`config.mk`:
```
export PLATFORM = sky130hd
export DESIGN_NAME = prl_rx_message_if
export DESIGN_NICKNAME = d
export VERILOG_FILES = /design/src/rtl/prl_pkg.sv /design/src/rtl/prl_rx_msg_fifo.sv /design/src/rtl/prl_rx_message_if.sv
export SDC_FILE = /design/constraint.sdc
export NUM_CORES = 1
export LEC_CHECK = 0
export CAP_MARGIN = 10
export CORE_MARGIN = 1.5
export CORE_UTILIZATION = 55
export CTS_BUF_LIST = sky130_fd_sc_hd__clkbuf_2 sky130_fd_sc_hd__clkbuf_4 sky130_fd_sc_hd__clkbuf_8
export CTS_CLUSTER_SIZE = 12
export DETAILED_ROUTE_END_ITERATION = 8
export PLACE_DENSITY = 0.79
export SLEW_MARGIN = 20
export SYNTH_ARGS = -nofsm -noshare
export SYNTH_HDL_FRONTEND = slang
export SYNTH_SLANG_ARGS = --single-unit
export TNS_END_PERCENT = 100
```
`constraint.sdc`:
```
create_clock -name clk -period 2.7 [get_ports clk]
set_input_delay 0.405 -clock clk [delete_from_list [all_inputs] [get_ports clk]]
set_output_delay 0.405 -clock clk [all_outputs]
set_load 0.02 [all_outputs]
```
`src/rtl/prl_pkg.sv`:
```
// Shared encodings for the protocol-layer RX message interface.
// Covers field widths, message classes, info bit positions and FSM states.
package prl_pkg;

  localparam int MSG_CLASS_W = 2;
  localparam int HDR_TYPE_W  = 5;
  localparam int RX_TYPE_W   = MSG_CLASS_W + HDR_TYPE_W;
  localparam int SOP_W       = 3;
  localparam int INFO_W      = 9;
  localparam int WORD_W      = RX_TYPE_W + SOP_W + INFO_W;
  localparam int CNT_W       = 10;

  localparam logic [MSG_CLASS_W-1:0] MSG_CLASS_CTRL = 2'b00;
  localparam logic [MSG_CLASS_W-1:0] MSG_CLASS_DATA = 2'b01;
  localparam logic [MSG_CLASS_W-1:0] MSG_CLASS_EXT  = 2'b10;

  // Positions inside the opaque info field, as decoded by the RX state machine
  localparam int INFO_MSG_ID_LSB   = 0;
  localparam int INFO_MSG_ID_W     = 3;
  localparam int INFO_NUM_DO_LSB   = 3;
  localparam int INFO_NUM_DO_W     = 3;
  localparam int INFO_CHUNKED_BIT  = 6;
  localparam int INFO_PWR_ROLE_BIT = 7;
  localparam int INFO_DATA_ROLE_BIT = 8;

  typedef enum logic [1:0] {
    ST_IDLE    = 2'd0,
    ST_PRESENT = 2'd1,
    ST_GAP     = 2'd2
  } rx_state_e;

  function automatic logic [WORD_W-1:0] pack_word(
    input logic [MSG_CLASS_W-1:0] cls,
    input logic [HDR_TYPE_W-1:0]  hdr,
    input logic [SOP_W-1:0]       sop,
    input logic [INFO_W-1:0]      info
  );
    return {cls, hdr, sop, info};
  endfunction

endpackage

```
`src/rtl/prl_rx_msg_fifo.sv`:
```
// Two-entry message buffer with wrap-around 1-bit pointers and a 2-bit count.
// Push/pop are pre-qualified by the caller; discard flushes with top priority.
module prl_rx_msg_fifo
  import prl_pkg::*;
(
  input  logic              clk,
  input  logic              rst_n,
  input  logic              discard,
  input  logic              push,
  input  logic              pop,
  input  logic [WORD_W-1:0] wdata,
  output logic [WORD_W-1:0] rdata,
  output logic [1:0]        count,
  output logic              full
);

  logic [WORD_W-1:0] mem [2];
  logic              wr_ptr;
  logic              rd_ptr;
  logic [1:0]        count_nxt;

  always_comb begin
    count_nxt = count;
    if (push && !pop)
      count_nxt = count + 2'd1;
    else if (!push && pop)
      count_nxt = count - 2'd1;
  end

  // When full, push+pop writes the slot being vacated; the read happens first.
  always_ff @(posedge clk or negedge rst_n) begin
    if (!rst_n) begin
      for (int i = 0; i < 2; i++) mem[i] <= '0;
      wr_ptr <= 1'b0;
      rd_ptr <= 1'b0;
      count  <= 2'd0;
      full   <= 1'b0;
    end else if (discard) begin
      wr_ptr <= 1'b0;
      rd_ptr <= 1'b0;
      count  <= 2'd0;
      full   <= 1'b0;
    end else begin
      if (push) begin
        mem[wr_ptr] <= wdata;
        wr_ptr      <= ~wr_ptr;
      end
      if (pop)
        rd_ptr <= ~rd_ptr;
      count <= count_nxt;
      full  <= (count_nxt == 2'd2);
    end
  end

  assign rdata = mem[rd_ptr];

endmodule

```
`src/rtl/prl_rx_message_if.sv`:
```
// Hands received messages to the policy engine one at a time with an ack timeout.
// state   | meaning
// IDLE    | buffer empty, nothing presented
// PRESENT | head entry driven to policy engine, waiting for ack or timeout
// GAP     | one-cycle idle after a pop before the next message is presented
module prl_rx_message_if
  import prl_pkg::*;
#(
  parameter int unsigned ACK_TIMEOUT_CYC = 1000
) (
  input  logic                   clk,
  input  logic                   rst_n,
  input  logic                   prl_rx_st_message_en,
  input  logic [MSG_CLASS_W-1:0] prl_rx_st_message_type,
  input  logic [HDR_TYPE_W-1:0]  prl_rx_st_header_type,
  input  logic [SOP_W-1:0]       prl_rx_st_sop_type,
  input  logic [INFO_W-1:0]      prl_rx_st_info,
  input  logic                   prl_rx_if_discard,
  output logic                   prl_rx_if_full,
  output logic                   prl_rx_if_overflow,
  output logic                   prl_rx_if_timeout,
  output logic                   pl2pe_rx_en,
  output logic [RX_TYPE_W-1:0]   pl2pe_rx_type,
  output logic [SOP_W-1:0]       pl2pe_rx_sop_type,
  output logic [INFO_W-1:0]      pl2pe_rx_info,
  input  logic                   pe2pl_rx_ack
);

  localparam logic [CNT_W-1:0] TMO_LAST = CNT_W'(ACK_TIMEOUT_CYC - 1);

  rx_state_e         state;
  logic [CNT_W-1:0]  cnt;
  logic [WORD_W-1:0] word_q;
  logic [WORD_W-1:0] word_in;
  logic [WORD_W-1:0] head;
  logic [1:0]        count;
  logic              ack_ok;
  logic              tmo_hit;
  logic              pop;
  logic              push;
  logic              drop;

  assign word_in = pack_word(prl_rx_st_message_type, prl_rx_st_header_type,
                             prl_rx_st_sop_type, prl_rx_st_info);

  assign ack_ok  = (state == ST_PRESENT) && pe2pl_rx_ack;
  assign tmo_hit = (state == ST_PRESENT) && !pe2pl_rx_ack && (cnt == TMO_LAST);
  assign pop     = !prl_rx_if_discard && (ack_ok || tmo_hit);
  assign push    = !prl_rx_if_discard && prl_rx_st_message_en && ((count != 2'd2) || pop);
  assign drop    = !prl_rx_if_discard && prl_rx_st_message_en && (count == 2'd2) && !pop;

  prl_rx_msg_fifo u_fifo (
    .clk     (clk),
    .rst_n   (rst_n),
    .discard (prl_rx_if_discard),
    .push    (push),
    .pop     (pop),
    .wdata   (word_in),
    .rdata   (head),
    .count   (count),
    .full    (prl_rx_if_full)
  );

  // From IDLE with an empty buffer the incoming word is presented directly,
  // so the policy engine sees it one cycle after message_en.
  always_ff @(posedge clk or negedge rst_n) begin
    if (!rst_n) begin
      state              <= ST_IDLE;
      cnt                <= '0;
      word_q             <= '0;
      pl2pe_rx_en        <= 1'b0;
      prl_rx_if_overflow <= 1'b0;
      prl_rx_if_timeout  <= 1'b0;
    end else begin
      prl_rx_if_overflow <= drop;
      prl_rx_if_timeout  <= tmo_hit && !prl_rx_if_discard;
      if (prl_rx_if_discard) begin
        state       <= ST_IDLE;
        cnt         <= '0;
        word_q      <= '0;
        pl2pe_rx_en <= 1'b0;
      end else begin
        case (state)
          ST_IDLE: begin
            if (count != 2'd0) begin
              state       <= ST_PRESENT;
              word_q      <= head;
              pl2pe_rx_en <= 1'b1;
              cnt         <= '0;
            end else if (push) begin
              state       <= ST_PRESENT;
              word_q      <= word_in;
              pl2pe_rx_en <= 1'b1;
              cnt         <= '0;
            end
          end
          ST_PRESENT: begin
            if (pop) begin
              state       <= ST_GAP;
              word_q      <= '0;
              pl2pe_rx_en <= 1'b0;
              cnt         <= '0;
            end else begin
              cnt <= cnt + 10'd1;
            end
          end
          ST_GAP: begin
            if (count != 2'd0) begin
              state       <= ST_PRESENT;
              word_q      <= head;
              pl2pe_rx_en <= 1'b1;
              cnt         <= '0;
            end else begin
              state <= ST_IDLE;
            end
          end
          default: begin
            state       <= ST_IDLE;
            word_q      <= '0;
            pl2pe_rx_en <= 1'b0;
            cnt         <= '0;
          end
        endcase
      end
    end
  end

  assign pl2pe_rx_type     = word_q[WORD_W-1 -: RX_TYPE_W];
  assign pl2pe_rx_sop_type = word_q[INFO_W +: SOP_W];
  assign pl2pe_rx_info     = word_q[INFO_W-1:0];

endmodule

```
==> results by group, run 1 <==
Floorplanning
  – Die area: 7160 sq um
  – Io pins: 47
  – Die width: about 85 microns
  – Row count: 29
  – Die Ht: 84.6 microns
  – Initial Util: 0.573
  – Core area: 6390 sq um

Global routing
  – Gr ovfl total: 0
  – Vias in the first global route: 2472
  – First-pass GRT wire length: 12.0 mm
  – Initial antenna violation count: 0
  – GRT Total Usage: 0.212
  – Largest net degree at the start of global routing: around 80

CTS
  – CTS clk-pin slew, worst paths: 0.09 ns
  – Clock sinks: 77
  – CTS Buffer Depth: 2
  – Clock Tree Root: clkbuf_8
  – Htree depth: 3
  – Post-CTS Resized: 0
  – TritonCTS clock tree: done
  – Hold Buf Count CTS: 0
  – CTS buffer count: 9
  – Postcts setup bufs: 0
  – Skew-Pair Late Insertion Delay: 0.34 ns

Worst setup path
  – Worst-path maximum fanout: 17
  – Critical path endpoint category: flip-flop
  – CP Cell Sequence: ha_1, nand3b_1, or3_2, o311ai_1, nand3_1, buf_4, o21ai_0
  – Crit-path max cell delay: 0.48 ns
  – WP data required: 2.95 ns
  – R2R depth: 7
  – Stages on worst setup path: 7
  – Worst reg2reg startpoint: cnt[0]
  – Slowest library cell on the worst path: or3_2
  – Worst r2r dst: word_q[0]
  – Critical path class: flip-flop to flip-flop
  – CP arrival: 2.64 ns
  – Buf/Inv on CP: 1
  – Worst reg2reg setup slack: 0.31 ns
  – CP delay by family, top: simple AND/OR/NAND/NOR gates
  – Type of origin of the critical path: flip-flop

Synth
  – Most numerous cell in the Yosys netlist: dfrtp_1
  – Syn_nets: 361
  – Yosys warnings: 0
  – Synth Flop Type: dfrtp_1
  – Cells after synthesis: between 300 and 400
  – Top cells by count, synth: dfrtp_1, nand2_1, nor2_1
  – Synth area leaders: dfrtp_1, mux2_2, mux2i_1, mux2_4, nand2_1
  – EDFF count, synth: 0
  – Synth Area per Inst: roughly 11 sq um
  – Top cell type's share of synthesized area: 0.526
  – FFs w/ async S/R, synth: 1.00
  – Netlist cell types: 48
  – Number of synthesized register bits: 77
  – Sequential area share after synthesis: 0.526
  – Synth area leader: dfrtp_1
  – Mapped Area: approximately 3700 sq um

Status
  – Status: finished clean

Layout
  – NumNets Final: roughly 410
  – Syn-to-layout area delta: 19.9%
  – Fillers: 500
  – Layout cells sized above 1: 0.189
  – # diodes: 0

Drt
  – Vias/cell: roughly 5.6
  – Wire per inst: roughly 16 microns
  – Initial DRC count: 92
  – First-pass DRT Iterations: 4
  – Routed vias: 2615
  – Drt drc: 0
  – DRT antenna net count: 0
  – Routed wire length: 7.32 mm

Placement
  – GP Congestion: around 0.86
  – DP Wirelength: 4.81 mm
  – Port Buf Inserts: 46

Power
  – Seq pwr share: 0.401
  – Peak supply drop: 805 uV
  – Comb power frac: 0.414
  – P_leak: 1.90 nW
  – Pwr Density: 1080 nW/um^2
  – Clock share of power: 0.185
  – Switch Pwr: 1.71 mW
  – Switching part of the total: 0.363
  – Cell internal pwr: 3.01 mW

Timing
  – Smallest hold slack: about 0.18 ns
  – Hold Violations, Final: 0
  – Fin crit share: 0.885
  – Layout Skew: ~0.011 ns
  – Fin Setup TNS: 0 ns
  – Final setup viols: 0
  – Max frequency: 0.419 GHz
  – Tmin final: roughly 2.4 ns
  – RSZ-0062 raised after global routing: false
  – Slew HR: 0.355
  – Worst Max-Slew Pin Slew: 0.968 ns
  – Slew Limit Fails: 0

Job
  – Max Cap Viol: 0

Min path
  – Min-delay worst type: input pin to asynchronous set/reset pin
worst reg2reg max path, cell delays in order, from the launching register on:
cell and delay (ns):
dfrtp_1 0.42, ha_1 0.23, nand3b_1 0.20, or3_2 0.48, o311ai_1 0.27, nand3_1 0.25, buf_4 0.28, o21ai_0 0.18
stage by stage:
step                      setup WS (ns)  utilization  instances  cell area, sq um  power (mW)
after floorplan                   0.691            -        334              3660        3.20
after global placement            0.201        0.654        447              4180        3.80
after detailed placement          0.135        0.655        447              4180        3.87
after CTS                         0.146        0.686        463              4380        4.75
after global routing             0.0934        0.688        463              4390        5.01
final                             0.311        0.688        463              4390        4.73
worst max path at each step:
stage,startpoint,to,slack (ns)
after floorplan,cnt[0],u_fifo.mem[10],0.69
after global placement,pe2pl_rx_ack,u_fifo.mem[27],0.20
after detailed placement,pe2pl_rx_ack,u_fifo.mem[22],0.13
after CTS,cnt[0],u_fifo.mem[22],0.15
after global routing,cnt[0],word_q[0],0.09
final,cnt[0],word_q[0],0.31
placed cells by master (no fill, tap or decap), types with 3 or more instances in the layout:
| cell | n |
|---|---|
| nor2_1 | 31 |
| dfrtp_1 | 77 |
| clkdlybuf4s50_1 | 45 |
| nand2b_1 | 3 |
| mux2_2 | 28 |
| inv_1 | 8 |
| mux2_4 | 10 |
| o21ai_0 | 20 |
| buf_4 | 7 |
| nand2_1 | 37 |
| clkbuf_8 | 9 |
| a21oi_1 | 23 |
| nand3_1 | 7 |
| ha_1 | 3 |
| mux2i_1 | 20 |
| o21ai_1 | 12 |
power by group through the flow:
stage	clock network [mW]	logic [mW]	registers (mW)
3_3_place_gp	0	1.91	1.88
6_report	0.873	1.96	1.90
3_5_place_dp	0	1.96	1.91
5_1_grt	0.942	2.12	1.95
4_1_cts	0.887	1.97	1.89
2_1_floorplan	0	1.19	2.01
flip-flops by register name (all words and copies together) (netlist names):
signal / flops
u_fifo.wr_ptr: 1
prl_rx_if_overflow: 1
cnt: 10
u_fifo.rd_ptr: 1
word_q: 19
u_fifo.mem: 38
u_fifo.count: 2
pl2pe_rx_en: 1
prl_rx_if_timeout: 1
state: 2
u_fifo.full: 1
per-layer routing:
layer | wire (microns) | vias up | GRT usage
met3 | 324 | 7 | 0.0423
met4 | 73 | 0 | 0.0704
met1 | 3440 | 1286 | 0.299
met5 | 0 | - | 0
li1 | - | 1270 | -
met2 | 3490 | 52 | 0.332
cells by family after synthesis:
logic type	after synthesis	synth area share
compound gates	72	0.115
xor+xnor	3	0.00718
fa+ha+maj	3	0.0103
buf+inv	24	0.0325
flops	77	0.526
mux	58	0.182
simple gates	97	0.127
cell type report:
cell class                      count  area (sq um)  share of cell area
Clock buffer                       11           139              0.0316
Clock inverter                      5          60.1              0.0137
Inverter                            8          30.0             0.00684
Multi-Input combinational cell    233          1640               0.372
Sequential cell                    77          1930               0.439
Tap cell                           77          96.3              0.0219
Timing Repair Buffer               52           503               0.115
Power figures use the tool's default switching activity.
==> inputs of run 2 (changes only) <==
--- a/config.mk
+++ b/config.mk
@@ -7,4 +7,5 @@
 export LEC_CHECK = 0
 export CAP_MARGIN = 10
+export CORE_ASPECT_RATIO = 1.25
 export CORE_MARGIN = 1.5
 export CORE_UTILIZATION = 55
==> constraint.sdc (replaced) <==
create_clock -name clk -period 2.7 [get_ports clk]
set_input_delay 0.405 -clock clk [delete_from_list [all_inputs] [get_ports clk]]
set_output_delay 0.405 -clock clk [all_outputs]
set_load 0.005 [all_outputs]
==> run 2 against run 1 <==
Critical path depth down 1; via count up 0.46%; core utilization up 0.078 points; die area about the same; cell area up 1.6%; largest cell class unchanged.
==> results by group, run 2 (synthesis results as in run 1) <==
Status
  – Status: finished clean (unchanged)

Layout
  – Max reg flops: 38 (unchanged)
  – # diodes: 0 (unchanged)
  – Top reg by flops: u_fifo.mem (unchanged)
  – Footprint of the multi-input gates: 1620 sq um (was 1640 sq um)
  – Post-route non-filler standard cell count: 475 (was 463)
  – NumNets Final: 411 (was 408)
  – Highest-count cells in the layout ignoring fill and taps: dfrtp_1, clkdlybuf4s50_1, nand2_1 (unchanged)
  – Post-layout util: 0.688 (about the same)
  – Layout cells sized above 1: 0.191 (was 0.189)
  – Fillers: 499 (was 500)
  – Top Registers: u_fifo.mem x38, word_q x19, cnt x10 (unchanged)
  – Syn-to-layout area delta: 21.8% (was 19.9%)
  – Seq. cell area: 1930 sq um (unchanged)
  – Most common cell after layout, fill and taps aside: dfrtp_1 (unchanged)

CTS
  – Clock Tree Root: clkbuf_8 (unchanged)
  – Htree depth: 3 (unchanged)
  – CTS clk-pin slew, worst paths: 0.08 ns (was 0.09 ns)
  – CTS buffer count: 9 (unchanged)
  – Postcts setup bufs: 0 (unchanged)
  – CTS Buffer Depth: 2 (unchanged)
  – Post-CTS Resized: 0 (unchanged)
  – TritonCTS clock tree: done (unchanged)
  – Clock sinks: 77 (unchanged)
  – Skew-Pair Late Insertion Delay: 0.34 ns (about the same)
  – Hold Buf Count CTS: 0 (unchanged)

Placement
  – Port Buf Inserts: 46 (unchanged)
  – DP Wirelength: 4.67 mm (was 4.81 mm)
  – GP Congestion: 0.863 (was 0.862)
  – Dpl cells: 460 (was 447)

Power
  – Peak supply drop: 633 uV (was 805 uV)
  – P_leak: 1.93 nW (was 1.90 nW)
  – Pwr Density: 1060 nW/um^2 (was 1080 nW/um^2)

Global routing
  – GRT Total Usage: 0.223 (was 0.212)
  – Largest net degree at the start of global routing: 78 (unchanged)
  – Initial antenna violation count: 0 (unchanged)
  – Vias in the first global route: 2649 (was 2472)
  – Gr ovfl total: 0 (unchanged)
  – First-pass GRT wire length: 12.6 mm (was 12.0 mm)

Timing
  – Layout Skew: 0.0117 ns (was 0.0115 ns)
  – Final setup viols: 0 (unchanged)
  – RSZ-0062 raised after global routing: false (unchanged)
  – Worst Max-Slew Pin Slew: 1.05 ns (was 0.968 ns)
  – Fin Setup TNS: 0 ns (unchanged)
  – Tmin final: 2.36 ns (was 2.39 ns)
  – Max frequency: 0.424 GHz (was 0.419 GHz)
  – Slew HR: 0.301 (was 0.355)
  – Hold Violations, Final: 0 (unchanged)
  – Fin crit share: 0.874 (was 0.885)
  – Slew Limit Fails: 0 (unchanged)

Floorplanning
  – Die Ht: 94.2 microns (was 84.6 microns)
  – Core area: 6480 sq um (was 6390 sq um)
  – Die area: 7160 sq um (about the same)
  – Die width: 76.0 microns (was 84.6 microns)
  – Row count: 33 (was 29)
  – Initial Util: 0.565 (was 0.573)
  – Io pins: 47 (unchanged)

Worst setup path
  – CP Cell Sequence: ha_1, nand3b_1, o31a_2, nor2_2, o21ai_2, mux2_2 (was ha_1, nand3b_1, or3_2, o311ai_1, nand3_1, buf_4, o21ai_0)
  – Worst-path maximum fanout: 20 (was 17)
  – Slowest library cell on the worst path: o21ai_2 (was or3_2)
  – WP data required: 2.92 ns (was 2.95 ns)
  – CP arrival: 2.58 ns (was 2.64 ns)
  – Critical path endpoint category: flip-flop (unchanged)
  – CP delay by family, top: compound AO/OA/AOI/OAI gates (was simple AND/OR/NAND/NOR gates)
  – Crit-path max cell delay: 0.79 ns (was 0.48 ns)
  – Critical path class: flip-flop to flip-flop (unchanged)
  – Type of origin of the critical path: flip-flop (unchanged)
  – Buf/Inv on CP: 0 (was 1)

Drt
  – Routed wire length: 7.26 mm (was 7.32 mm)
  – Initial DRC count: 244 (was 92)
  – DRT antenna net count: 0 (unchanged)
  – Wire per inst: 15.3 microns (was 15.8 microns)
  – First-pass DRT Iterations: 4 (unchanged)
  – Vias/cell: 5.53 (was 5.65)
  – Drt drc: 0 (unchanged)
  – Routed vias: 2627 (was 2615)

Job
  – Max Cap Viol: 0 (unchanged)

Min path
  – Min-delay worst type: input pin to asynchronous set/reset pin (unchanged)
run 2: where the power goes:
part           total [mW]  internal (mW)  leakage [nW]  switching [mW]
combinational        1.81          0.955         0.838           0.856
sequential           1.86           1.61         0.980           0.256
clock                1.04          0.611         0.116           0.433
total                4.72           3.17          1.93            1.54
run 2: worst paths after layout:
kind | start | end | slack (ns) | cells past startpoint
setup / recovery | cnt[0] | u_fifo.mem[25] | 0.34 | 6
hold / removal | rst_n | u_fifo.mem[14] | 0.20 | 1
hold reg to reg | word_q[2] | word_q[2] | 0.48 | 2
setup reg to reg | cnt[0] | u_fifo.mem[25] | 0.34 | 6
max in group asynchronous | rst_n | u_fifo.mem[25] | 1.87 | 1
min in group clk | word_q[2] | word_q[2] | 0.48 | 2
run 2: stage by stage:
step,worst slack [ns],power [mW],cell area (sq um),hold slack [ns]
2_1_floorplan,0.691,3.03,3660,0.109
3_3_place_gp,0.206,3.62,4230,0.461
3_5_place_dp,0.150,3.70,4230,0.470
4_1_cts,0.305,4.74,4460,0.251
5_1_grt,0.188,5.06,4460,0.291
6_report,0.340,4.72,4460,0.199
run 2: cell type report:
cell class	count	area share
clock buffer	9	0.0278
clock inverter	6	0.0250
inverter	8	0.00673
multi-input combinational	233	0.364
sequential	77	0.432
tap	87	0.0244
timing repair buffer	55	0.121
run 2: routing by layer:
metal	routed length, microns	up-vias	global-route usage
met3	234	11	0.0495
met2	3580	49	0.378
met1	3320	1303	0.283
li1	-	1264	-
met5	0	-	0
met4	125	0	0.0756
